$ cat config.mk
export PLATFORM = sky130hd
export DESIGN_NAME = seq_detector
export DESIGN_NICKNAME = d
export VERILOG_FILES = /design/src/rtl/seq_detector.sv
export SDC_FILE = /design/constraint.sdc
export NUM_CORES = 1
export LEC_CHECK = 0
export CAP_MARGIN = 0
export CORE_ASPECT_RATIO = 1.2
export CORE_MARGIN = 2
export CORE_UTILIZATION = 25
export CTS_CLUSTER_DIAMETER = 150
export CTS_CLUSTER_SIZE = 10
export DETAILED_ROUTE_END_ITERATION = 10
export SETUP_SLACK_MARGIN = 0.1
export SYNTH_ARGS = -nofsm -noshare
export SYNTH_HDL_FRONTEND = slang
export SYNTH_SLANG_ARGS = --single-unit
$ cat constraint.sdc
create_clock -name clk -period 3.2 [get_ports clk]
set_clock_uncertainty 0.15 [all_clocks]
set_input_delay 0.8 -clock clk [delete_from_list [all_inputs] [get_ports clk]]
set_output_delay 0.8 -clock clk [all_outputs]
set_load 0.1 [all_outputs]
$ cat src/rtl/seq_detector.sv
// Serial pattern detector with a same-cycle Mealy match pulse.
// It also keeps a saturating match counter with a sticky overflow flag.
module seq_detector #(
    parameter int                   PATTERN_W = 4,
    parameter logic [PATTERN_W-1:0] PATTERN   = 4'b1011,
    parameter bit                   OVERLAP   = 1'b1,
    parameter int                   CNT_W     = 8
) (
    input  logic                         clk,
    input  logic                         reset,
    input  logic                         x,
    input  logic                         x_valid,
    input  logic                         clr_count,
    output logic                         z,
    output logic [$clog2(PATTERN_W)-1:0] fill,
    output logic [CNT_W-1:0]             match_count,
    output logic                         overflow
);

    localparam int FW = $clog2(PATTERN_W);
    localparam logic [FW-1:0] FILL_MAX = FW'(PATTERN_W - 1);

    logic [PATTERN_W-2:0] hist;
    logic [PATTERN_W-1:0] window;
    logic                 full;

    // The shifted history is the window minus its oldest bit.
    // This form also covers PATTERN_W=2, where hist is a single bit.
    assign window = {hist, x};
    assign full   = (fill == FILL_MAX);
    assign z      = reset & x_valid & full & (window == PATTERN);

    // History shift register and fill level, advanced on valid bits only
    always_ff @(posedge clk) begin
        if (!reset) begin
            hist <= '0;
            fill <= '0;
        end else if (x_valid) begin
            hist <= window[PATTERN_W-2:0];
            if (z && !OVERLAP) begin
                fill <= '0;
            end else if (!full) begin
                fill <= fill + 1'b1;
            end
        end
    end

    // Saturating match counter; a clear that coincides with a match counts it
    always_ff @(posedge clk) begin
        if (!reset) begin
            match_count <= '0;
            overflow    <= 1'b0;
        end else if (clr_count) begin
            match_count <= z ? CNT_W'(1) : '0;
            overflow    <= 1'b0;
        end else if (z) begin
            if (&match_count) begin
                overflow <= 1'b1;
            end else begin
                match_count <= match_count + 1'b1;
            end
        end
    end

endmodule

==> flow_summary.ini, run 1 <==
[floorplanning]
die_y_um = 61.42
pin_count = 17
placeableCoreArea_mm2 = 0.002577
start_util_pct = 26.65
die_area_mm2 = 0.003185
die_x_um = 51.85
rows = 20

[setup_path]
cp.arrival_ns = 1.93
crit_slowest_cell = clkdlybuf4s50_1
endpoint_kind = output pin
path_cells = clkdlybuf4s50_1 > nand4_1 > nor2_4 > buf_12
r2r_cells = 5
worstPathRequired_ns = 2.25
cp_slowest_stage_delay_ns = 0.48
worstSetupPathType = in -> out
cp_max_fo = 7
cp-start-kind = input pin

[cts]
cts_resized = 0
numCtsBuffers = 3
cts_root_buf = clkbuf_4
cts_num_sinks = 14
cts_max_level = 1
cts_hold_buffers = 0
cts_max_path_buffers = 2
cts_tree = built
clkTransAtPathRegs_ns = 0.08
clkLatencyLatePin_ns = 0.28
post_cts_buffers = 0

[pwr]
p_sw_share_pct = 25.82
pwr-share-clk_pct = 35.4
p_comb_share_pct = 13.5
total_power_uw = 356.3
vdd_ir_drop_max_mv = 0.1954
leakagePower_uw = 0.0003433
internal-power_uw = 264.3
p_per_area_mw_per_mm2 = 386.4
power.switching_uw = 91.98
power_frac_seq_pct = 51.1

[detailed_routing]
drt-initial-drc-count = 11
via_per_inst = 4.795
dr.pass1.iters = 4
wl_per_cell_um = 11.79
drt-total-wl_um = 1497
dr_total_vias = 609
ant_nets = 0
drc = 0

[sta]
finalCritPeriodShare_pct = 90.03
fin_hold_ws_ns = 0.3679
worst_slew_pin_slew_ns = 0.3092
slew_viol_final = 0
finalHoldViolations = 0
fmax_mhz = 347.1
slew_headroom_pct = 79.27
setup_violations = 0
fin_setup_tns_ns = 0
finalCriticalPeriod_ns = 2.881
rsz0062_at_grt = no

[global_route]
grt_max_degree = 9
grt_pass1_wl_um = 2311
antenna_found_initial = 0
grt_pass1_vias = 516
track_usage_pct = 10.09
grt_overflow = 0

[logic_synthesis]
ys_seq_area_share_pct = 40.80
syn_inst = 73
synth_area_leader_cell = dfxtp_1
synth-edff-count = 0
synth_most_common_cell = dfxtp_1
netlist-cell-type-count = 31
yosys_warnings = 0
synthesis.nets = 80
synth_area_um2 = 686.9
async_reset_ff_share_pct = 0
ys.flop_type = dfxtp_1
yosysTopAreaCellShare_pct = 40.80
synth-seq-cells = 14
ys_top_cells_by_area = dfxtp_1, mux2i_1, nor2b_1
synth_top_cells_by_count = dfxtp_1, a21oi_1, mux2i_1
synth.avg_cell_area_um2 = 9.410

[placement]
post-dp-hpwl_um = 1130
numPortBuffers = 16
dp_cells = 123
placed_cell_area_um2 = 885.9
place.gp.congestion = 0.7151

[cells_and_area]
syn_to_final_growth_pct = 34.24
antenna_cells = 0
drive_gt1_share_pct = 24.47
fin_cells = 127
nNetsFinal = 102
final_area_um2 = 922.1

[status]
status = complete, no violations

[flow_run]
max_cap_violations = 0

[worst_hold_path]
worstHoldPathCells = 2
hold_path.class = reg -> reg
worst paths after layout:
| kind | from | endpoint | slack [ns] |
|---|---|---|---|
| max | reset | z | 0.32 |
| min | overflow$_SDFFE_PP0P_ | overflow$_SDFFE_PP0P_ | 0.37 |
| max reg2reg | match_count[0]$_SDFFE_PN0P_ | match_count[6]$_SDFFE_PN0P_ | 1.35 |
| min reg2reg | overflow$_SDFFE_PP0P_ | overflow$_SDFFE_PP0P_ | 0.37 |
sequential cells by signal, summed over array words and instances, names as in the netlist:
register / flops
fill: 2
match_count: 8
overflow: 1
hist: 3
cells by family after synthesis:
family	Yosys count	synth area share [%]
fa+ha+maj	2	3.642
xor+xnor	1	1.275
mux	6	8.744
simple gates	33	30.24
flops	14	40.80
buf+inv	4	2.367
compound gates	13	12.93
placed cells by master, fill, tap and decap left out, types with 2 or more instances in the layout:
cell and n:
dfxtp_1 14, buf_4 13, mux2i_1 6, a21oi_1 6
nor2b_1 5, nor2_1 5, clkdlybuf4s50_1 4, nand4_1 3
inv_1 3, nand3_1 3, clkbuf_4 3, nand3b_1 2
nand2_1 2, o21ai_0 2, or3_1 2, ha_1 2
cell type report:
class | count | area (µm²)
well taps | 33 | 41.29
repair buffers | 18 | 157.7
fillers | 271 | 1655
multi-input cells | 55 | 395.4
clock buffers | 4 | 36.28
flip-flops and latches | 14 | 280.3
inverters | 3 | 11.26
routing by layer:
metal	vias up	global-route usage (%)	wire length, µm
met5	-	0	0
met4	0	6.767	24
met3	4	1.699	51
met2	11	16.82	776
met1	281	11.92	645
li1	313	-	-
through the flow:
stage / util, % / worst slack, ns
floorplan: - / 0.1956
global placement: 34.37 / 0.3370
detailed placement: 34.37 / 0.3263
CTS: 35.78 / 0.3176
global route: 35.78 / 0.2632
finish: 35.78 / 0.3191
worst max-delay path: cells and delay by family:
| kind | cells | cell delay, ns |
|---|---|---|
| buffers and inverters | 2 | 0.68 |
| and+or+nand+nor | 2 | 0.44 |
power groups by stage:
stage / clock network [µW] / logic (µW) / registers [µW]
global route: 139 / 50.6 / 183
finish: 126 / 48.0 / 182
global placement: 0 / 48.0 / 186
floorplan: 0 / 13.6 / 206
CTS: 133 / 48.7 / 182
detailed placement: 0 / 48.5 / 186
Note: power is estimated with default switching activity, not from simulation.
==> inputs of run 2 (changes only) <==
SLEW_MARGIN = 20   (was not set)
==> results of run 2 <==
Same layout as run 1: the final DEF is identical, and so are final timing and power.
